--- src/rtl/gmux_ctrl_pkg.sv ---
// Shared types and defaults for the global-mux select controller.
package gmux_ctrl_pkg;

  typedef enum logic [1:0] {
    ST_OFF     = 2'b00,
    ST_ARM_ON  = 2'b01,
    ST_ON      = 2'b10,
    ST_ARM_OFF = 2'b11
  } state_e;

  localparam int unsigned SYNC_STAGES_DEF   = 32'd2;
  localparam int unsigned SETTLE_CYCLES_DEF = 32'd4;
  localparam int unsigned CNT_W_DEF         = 32'd4;

  // A transition state lasts settle cycles, so the counter starts one below.
  function automatic int unsigned settle_load(input int unsigned settle);
    if (settle == 32'd0) begin
      return 32'd0;
    end else begin
      return settle - 32'd1;
    end
  endfunction

endpackage

--- src/rtl/gmux_gate_ctrl_if.sv ---
// Request/acknowledge and select bundle between a requester and the controller.
interface gmux_gate_ctrl_if;

  logic EN_REQ;
  logic IS0;
  logic EN_ACK;
  logic BUSY;

  modport master (output EN_REQ, input IS0, input EN_ACK, input BUSY);
  modport slave  (input EN_REQ, output IS0, output EN_ACK, output BUSY);

endinterface

--- src/rtl/gmux_req_sync.sv ---
// Multi-flop synchronizer bringing the enable request into the QCK domain.
module gmux_req_sync #(
  parameter int unsigned SYNC_STAGES = 32'd2
) (
  input  logic QCK,
  input  logic QRT,
  input  logic en_req_i,
  output logic req_s_o
);

  logic [SYNC_STAGES-1:0] sync_q;

  always_ff @(posedge QCK or posedge QRT) begin
    if (QRT) begin
      sync_q <= '0;
    end else begin
      sync_q <= {sync_q[SYNC_STAGES-2:0], en_req_i};
    end
  end

  assign req_s_o = sync_q[SYNC_STAGES-1];

endmodule

--- src/rtl/gmux_gate_ctrl.sv ---
// Glitch-free select controller for a global clock mux: synchronized request,
// settle-timed arm states, and registered IS0/EN_ACK/BUSY.
module gmux_gate_ctrl
  import gmux_ctrl_pkg::*;
#(
  parameter int unsigned SYNC_STAGES   = SYNC_STAGES_DEF,
  parameter int unsigned SETTLE_CYCLES = SETTLE_CYCLES_DEF,
  parameter int unsigned CNT_W         = CNT_W_DEF
) (
  input logic             QCK,
  input logic             QRT,
  gmux_gate_ctrl_if.slave bus_if
);

  localparam logic [CNT_W-1:0] CNT_LOAD = CNT_W'(settle_load(SETTLE_CYCLES));

  logic             req_s;
  state_e           state_q, state_d;
  logic [CNT_W-1:0] cnt_q, cnt_d;
  logic             is0_q, is0_d;
  logic             ack_q, ack_d;
  logic             busy_q, busy_d;

  gmux_req_sync #(
    .SYNC_STAGES (SYNC_STAGES)
  ) u_req_sync (
    .QCK      (QCK),
    .QRT      (QRT),
    .en_req_i (bus_if.EN_REQ),
    .req_s_o  (req_s)
  );

  // Arm states always run to completion; req_s is only looked at in OFF and ON.
  always_comb begin
    state_d = state_q;
    cnt_d   = cnt_q;
    case (state_q)
      ST_OFF: begin
        if (req_s) begin
          state_d = ST_ARM_ON;
          cnt_d   = CNT_LOAD;
        end else begin
          state_d = ST_OFF;
        end
      end
      ST_ARM_ON: begin
        if (cnt_q == '0) begin
          state_d = ST_ON;
        end else begin
          cnt_d = cnt_q - CNT_W'(1);
        end
      end
      ST_ON: begin
        if (!req_s) begin
          state_d = ST_ARM_OFF;
          cnt_d   = CNT_LOAD;
        end else begin
          state_d = ST_ON;
        end
      end
      ST_ARM_OFF: begin
        if (cnt_q == '0) begin
          state_d = ST_OFF;
        end else begin
          cnt_d = cnt_q - CNT_W'(1);
        end
      end
      default: begin
        state_d = ST_OFF;
        cnt_d   = '0;
      end
    endcase
  end

  // Outputs decode the next state so they are registered alongside it.
  always_comb begin
    is0_d  = (state_d == ST_ON);
    ack_d  = (state_d == ST_ON) || (state_d == ST_ARM_OFF);
    busy_d = (state_d == ST_ARM_ON) || (state_d == ST_ARM_OFF);
  end

  always_ff @(posedge QCK or posedge QRT) begin
    if (QRT) begin
      state_q <= ST_OFF;
      cnt_q   <= '0;
      is0_q   <= 1'b0;
      ack_q   <= 1'b0;
      busy_q  <= 1'b0;
    end else begin
      state_q <= state_d;
      cnt_q   <= cnt_d;
      is0_q   <= is0_d;
      ack_q   <= ack_d;
      busy_q  <= busy_d;
    end
  end

  assign bus_if.IS0    = is0_q;
  assign bus_if.EN_ACK = ack_q;
  assign bus_if.BUSY   = busy_q;

endmodule
--- src/flat_wrapper.sv ---
// flat-port wrapper written by rule: the top's interface ports become plain ports
module gmux_gate_ctrl_flat import gmux_ctrl_pkg::*;
#(
  parameter int unsigned SYNC_STAGES   = SYNC_STAGES_DEF,
  parameter int unsigned SETTLE_CYCLES = SETTLE_CYCLES_DEF,
  parameter int unsigned CNT_W         = CNT_W_DEF
)
  (QCK, QRT, bus_if_EN_REQ, bus_if_IS0, bus_if_EN_ACK, bus_if_BUSY);
  gmux_gate_ctrl_if bus_if_i ();
  input logic QCK;
  input logic QRT;
  input wire logic [$bits(bus_if_i.EN_REQ)-1:0] bus_if_EN_REQ;
  output wire logic [$bits(bus_if_i.IS0)-1:0] bus_if_IS0;
  output wire logic [$bits(bus_if_i.EN_ACK)-1:0] bus_if_EN_ACK;
  output wire logic [$bits(bus_if_i.BUSY)-1:0] bus_if_BUSY;
  assign bus_if_i.EN_REQ = bus_if_EN_REQ;
  assign bus_if_IS0 = bus_if_i.IS0;
  assign bus_if_EN_ACK = bus_if_i.EN_ACK;
  assign bus_if_BUSY = bus_if_i.BUSY;
  gmux_gate_ctrl #(.SYNC_STAGES(SYNC_STAGES), .SETTLE_CYCLES(SETTLE_CYCLES), .CNT_W(CNT_W)) u_core (.QCK(QCK), .QRT(QRT), .bus_if(bus_if_i));
endmodule
--- config.mk ---
export PLATFORM = sky130hd
export DESIGN_NAME = gmux_gate_ctrl_flat
export DESIGN_NICKNAME = d
export VERILOG_FILES = /design/src/rtl/gmux_ctrl_pkg.sv /design/src/rtl/gmux_gate_ctrl_if.sv /design/src/rtl/gmux_req_sync.sv /design/src/rtl/gmux_gate_ctrl.sv /design/src/flat_wrapper.sv
export SDC_FILE = /design/constraint.sdc
export NUM_CORES = 1
export LEC_CHECK = 0
export BUFFER_PORTS_ARGS = -buffer_cell sky130_fd_sc_hd__buf_2
export CORE_AREA = 2 2 39 41
export DETAILED_ROUTE_END_ITERATION = 7
export DIE_AREA = 0 0 41 43
export PLACE_DENSITY_LB_ADDON = 0.2
export SYNTH_ARGS = -nofsm -noshare
export SYNTH_HDL_FRONTEND = slang
export SYNTH_HIERARCHICAL = 1
export SYNTH_SLANG_ARGS = --single-unit
--- constraint.sdc ---
create_clock -name QCK -period 1.7 [get_ports QCK]
set_clock_uncertainty 0.05 [all_clocks]
set_input_delay 0.085 -clock QCK [delete_from_list [all_inputs] [get_ports QCK]]
set_output_delay 0.085 -clock QCK [all_outputs]
set_load 0.03 [all_outputs]
==> results of run 1 <==
-- flip-flops by register name, indices dropped and copies added (netlist names) --
register	cells
u_core/bus_if.IS0	1
u_core/state_q	1
u_core/cnt_q	4
u_core/bus_if.BUSY	1
u_core/bus_if.EN_ACK	1
u_core/u_req_sync/sync_q	2
-- power breakdown --
| part | internal (mW) | leakage, nW | total, mW | switching (mW) |
|---|---|---|---|---|
| logic | 0.229 | 0.143 | 0.436 | 0.207 |
| registers | 0.320 | 0.117 | 0.396 | 0.0762 |
| clock network | 0.0812 | 0.0138 | 0.151 | 0.0695 |
| total | 0.630 | 0.274 | 0.983 | 0.353 |
-- repair_timing --
action                                  in CTS  in global routing
setup buffers                                0                  3
endpoints found under the hold margin       11                  0
resized for setup                            0                  2
hold buffers                                 2                  0
endpoints found under the setup margin       0                  1
-- routing by layer --
layer,vias up,part of all wire (%)
met3,0,4.0
met2,5,50
met1,151,46
met5,-,0
li1,158,-
met4,0,0
-- path summary, 6_finish.rpt --
kind | from | endpoint | slack, ps | cells past startpoint
max | u_core/cnt_q[1] | u_core/cnt_q[1] | 80 | 5
min | QRT | u_core/u_req_sync/sync_q[0] | 170 | 3
max reg2reg | u_core/cnt_q[1] | u_core/cnt_q[1] | 80 | 5
min reg2reg | u_core/u_req_sync/sync_q[0] | u_core/u_req_sync/sync_q[1] | 300 | 0
max in group asynchronous | QRT | u_core/bus_if.IS0 | 1100 | 3
min in group QCK | u_core/u_req_sync/sync_q[0] | u_core/u_req_sync/sync_q[1] | 300 | 0
-- through the flow --
| step | instances | power, mW | setup slack (ps) | hold WS (ps) | area (um2) |
|---|---|---|---|---|---|
| after floorplan | 37 | 0.701 | 160 | -224 | 447 |
| after global placement | 57 | 0.765 | 94.7 | -105 | 487 |
| after detailed placement | 57 | 0.784 | 50.5 | -100 | 487 |
| after CTS | 62 | 0.939 | 28.4 | 173 | 529 |
| after global routing | 65 | 1.07 | 16.9 | 176 | 557 |
| final | 65 | 0.983 | 84.2 | 173 | 557 |
-- final cells by class --
cell class | instances | area [um2] | area share [%]
Clock buffer | 3 | 22.5 | 4.04
Inverter | 4 | 15.0 | 2.70
Multi-Input combinational cell | 22 | 181 | 32.6
Sequential cell | 10 | 250 | 44.9
Tap cell | 16 | 20.0 | 3.60
Timing Repair Buffer | 10 | 67.6 | 12.1
-- cells in the mapped netlist, drive strengths merged --
cell type | number | area [um2]
or3 | 1 | 6.26
and3 | 1 | 6.26
mux2 | 1 | 11.3
nand4bb | 1 | 11.3
a211o | 1 | 8.76
nor2 | 1 | 3.75
nand3b | 1 | 7.51
buf | 1 | 5.00
a22o | 1 | 8.76
inv | 4 | 15.0
ha | 1 | 12.5
a22oi | 1 | 12.5
o21ai | 1 | 5.00
nor4b | 1 | 8.76
nand3 | 1 | 5.00
a21o | 1 | 7.51
o21a | 3 | 22.5
dfrtp | 10 | 250
xor2 | 1 | 8.76
nor2b | 2 | 12.5
or3b | 1 | 8.76
xnor2 | 1 | 8.76
-- cells by family after synthesis --
kind of cell | count (synthesis) | share of synthesized area [%]
compound gates | 8 | 14.6
xor+xnor | 2 | 3.92
fa+ha+maj | 1 | 2.80
buf+inv | 5 | 4.48
flops | 10 | 56.0
mux | 1 | 2.52
simple gates | 10 | 15.7
-- worst min-delay path, cell delays in order --
cell,delay (ps)
dlygate4sd3_1,520
buf_2,120
inv_1,80
==> impl_metrics.ini, run 1 <==
[global_route]
antenna_violations_before_repair = 0
grt_usage_pct = 10.5
grt.busiest_layer = met2
met1_usage_pct = 14.5
grt_pass1_wl_mm = 1.24
pin_count_of_the_biggest_net_entering_global_routing = 11
first_global_vias = 315
met3_usage_grt_pct = 4.71
overflow_left_after_global_routing = 0
gr-usage-met2_pct = 15.0

[worst_hold_path]
hold_class = input port to async pin

[power]
peakVddDrop_mv = 0.687
total_leakage_power_nw = 0.274
power_per_cell_area_nw_per_um2 = 1760

[timing]
timing.setup.tns_ps = 0
timing.final.setup_violations = 0
max_slew.worst_pin.slew_ps = 310
max_slew_margin_pct = 79.3
achievable-frequency_mhz = 619
final.period_utilization_pct = 95.0
grt_setup_unrepaired = no
report.final.hold_viol_count = 0
report.final.slew_viol_count = 0
final_period_minus_worst_setup_slack_ps = 1620

[floorplanning]
rows = 14
boundaryPins = 6
die_w_um = 41
die_height_um = 43
dieArea_um2 = 1760
start_util_pct = 32.3
placeableCoreArea_um2 = 1380

[clock_tree]
max-clock-path-buffers = 2
clock_tree.root_cell = clkbuf_4
clock_transition_at_the_registers_of_the_reported_paths_ps = 60
cts_max_level = 1
cts_tree = done
clock_sinks = 10
cts-buffers-inserted = 3
clk-insertion-delay-late_ps = 250

[routing]
final_antenna_net_count = 0
per_cell_routed_wire_length_um = 10.5
route.detailed.drc = 0
route.final.wire_length_um = 683
vias = 314
dr_iter_0_viols = 1
post_drt_via_cell_ratio = 4.83
firstDrtPassIters = 2

[outcome]
result_of_the_run = complete, no violations

[worst_setup_path]
critical_path.n_buffers_inverters = 1
cpPeakStageDelay_ps = 390
timing.critical_path.arrival_ps = 1740
path_max_fanout = 3
cell_chain_of_the_critical_path = inv_1, ha_2, or3b_4, mux2_1, a22oi_2
critPathKind = register to register
worstSetupStartpointType = register
cpMaxStageDelayCell = or3b_4
worstPathRequired_ps = 1820
path_delay_family = simple AND/OR/NAND/NOR gates
critPathCaptureType = register

[cells_and_area]
layout-drive-gt1-share_pct = 28.6
number_of_nets_in_the_final_layout = 55
layout.cells.most_common_list = 10 x dfrtp_1, 5 x buf_2, 4 x inv_1
final_core_utilization_pct = 40.2
area_growth_pct = 24.6
layout.cells.most_common = dfrtp_1
layout.filler_cells = 140
num_antenna_cells = 0

[synthesis]
synth.lib_cells_used.distinct = 22
syn-cell-area_um2 = 447
synth_warnings = 6
mappedNetlistNets = 41
synthCells = 37
syn_avg_cell_area_um2 = 12.1
ys_seq_elements = 10
synth-seq-area-share_pct = 56.0

[placed_design]
detailed_place_hpwl_um = 541
place.gp.congestion = 0.645
io_buffers = 5

[flow_run]
timing.max_cap.violations = 0
No activity file was read; power rests on OpenSTA's default activity.
==> run 2, diff against run 1 <==
Settings changed: CORE_AREA 2 2 39 41 to 4 4 41 43, DIE_AREA 0 0 41 43 to 0 0 45 47, SKIP_LAST_GASP from default to 1.
==> impl_metrics.ini, run 2 (synthesis gave the netlist of run 1 again) <==
[cells_and_area]
registers_with_the_most_flip_flops = u_core/cnt_q x4, u_core/u_req_sync/sync_q x2
layout.cells.most_common = dfrtp_1
layout-drive-gt1-share_pct = 23.9
area_growth_pct = 21.6
largest_register_ffs = 4
layout.cells.most_common_list = 10 x dfrtp_1, 5 x buf_2, 4 x inv_1
num_antenna_cells = 0
max_flop_register = u_core/cnt_q
number_of_nets_in_the_final_layout = 52

[worst_setup_path]
worstSetupStartpointType = register
critPathKind = register to register
worstSetupStartpoint = u_core/cnt_q[1]
critPathCaptureType = register
worstPathRequired_ps = 1830
path_max_fanout = 4
worst_r2r_startpoint = u_core/cnt_q[1]
timing.critical_path.arrival_ps = 1760

[routing]
dr_iter_0_viols = 2
post_drt_via_cell_ratio = 4.87
final_antenna_net_count = 0
firstDrtPassIters = 2
vias = 297
route.detailed.drc = 0
route.final.wire_length_um = 820
per_cell_routed_wire_length_um = 13.4

[timing]
report.final.slew_viol_count = 0
max_slew.worst_pin.slew_ps = 311
fin_ws_ps = 71.9
timing.final.setup_violations = 0
achievable-frequency_mhz = 614
report.final.hold_viol_count = 0
final_period_minus_worst_setup_slack_ps = 1630
max_slew_margin_pct = 79.2
final.period_utilization_pct = 95.8

[floorplanning]
rows = 13
boundaryPins = 6
dieArea_um2 = 2120
die_w_um = 45
placeableCoreArea_um2 = 1300
die_height_um = 47
start_util_pct = 34.3

[power]
peakVddDrop_mv = 0.543
p_total_mw = 0.983
power_per_cell_area_nw_per_um2 = 1810
total_leakage_power_nw = 0.261

[global_route]
grt_pass1_wl_mm = 1.30
first_global_vias = 296
pin_count_of_the_biggest_net_entering_global_routing = 11
grt_usage_pct = 9.33
antenna_violations_before_repair = 0
overflow_left_after_global_routing = 0

[clock_tree]
cts_max_level = 1
clk-insertion-delay-late_ps = 250
clock_tree.root_cell = clkbuf_4
cts-buffers-inserted = 3
cts_tree = done
max-clock-path-buffers = 2
clock_transition_at_the_registers_of_the_reported_paths_ps = 60
clock_sinks = 10

[placed_design]
detailed_place_hpwl_um = 601
place.gp.congestion = 0.693
io_buffers = 5
pre_cts_ws_ps = 66.9

[outcome]
result_of_the_run = complete, no violations

[flow_run]
timing.max_cap.violations = 0

[worst_hold_path]
hold_class = input port to async pin
==> run 2: changes by cell type in the layout (fill, tap and decap cells not counted) <==
cell	previous run	this run
buf_4	3	0
ha_2	1	0
ha_4	0	1
==> run 2: final timing paths <==
path / end / depth (start not counted) / slack [ps]
setup / recovery: u_core/cnt_q[1] / 5 / 70
hold / removal: u_core/u_req_sync/sync_q[0] / 3 / 170
setup reg to reg: u_core/cnt_q[1] / 5 / 70
hold reg to reg: u_core/u_req_sync/sync_q[1] / 0 / 310
max in group asynchronous: u_core/cnt_q[2] / 3 / 1090
min in group QCK: u_core/u_req_sync/sync_q[1] / 0 / 310
==> run 2: layer usage <==
metal / GRT usage [%] / vias to the layer above / routed length, um
li1: - / 146 / -
met1: 11.4 / 146 / 355
met2: 14.1 / 5 / 428
met3: 4.60 / 0 / 36
met4: 3.51 / 0 / 0
met5: 0 / - / 0
==> run 2: where the power goes <==
group | internal [mW] | leakage, nW | switching (mW)
registers | 0.320 | 0.117 | 0.0828
logic | 0.207 | 0.130 | 0.221
clock network | 0.0813 | 0.0138 | 0.0715
total | 0.608 | 0.261 | 0.375
==> run 2: critical path, cell delays in order, from the launching register on <==
cell	delay (ps)
dfrtp_1	380
inv_1	140
ha_4	160
or3b_4	380
mux2_1	330
a22oi_2	110
==> run 2: per-stage QoR <==
step	util, %	std cells	hold slack (ps)	setup TNS (ps)	instance area [um2]
floorplan	-	37	-224	0	447
global placement	37.3	56	-107	0	485
detailed placement	37.3	56	-99.8	0	485
CTS	40.6	61	165	0	528
global route	41.7	61	196	-11.6	543
finish	41.7	61	173	0	543
==> run 2: what timing repair did <==
action,4_1_cts,5_1_grt
buffers inserted,0,0
endpoints found under the setup margin,0,1
hold buffers,2,0
hold endpoints to repair,11,0
gates resized for setup,0,3
==> run 2: area by class of cell <==
cell class / instances / area (um2)
fill: 140 / 758
sequential: 10 / 250
multi-input combinational: 22 / 191
timing repair buffer: 7 / 45.0
clock buffer: 3 / 22.5
tap: 15 / 18.8
inverter: 4 / 15.0
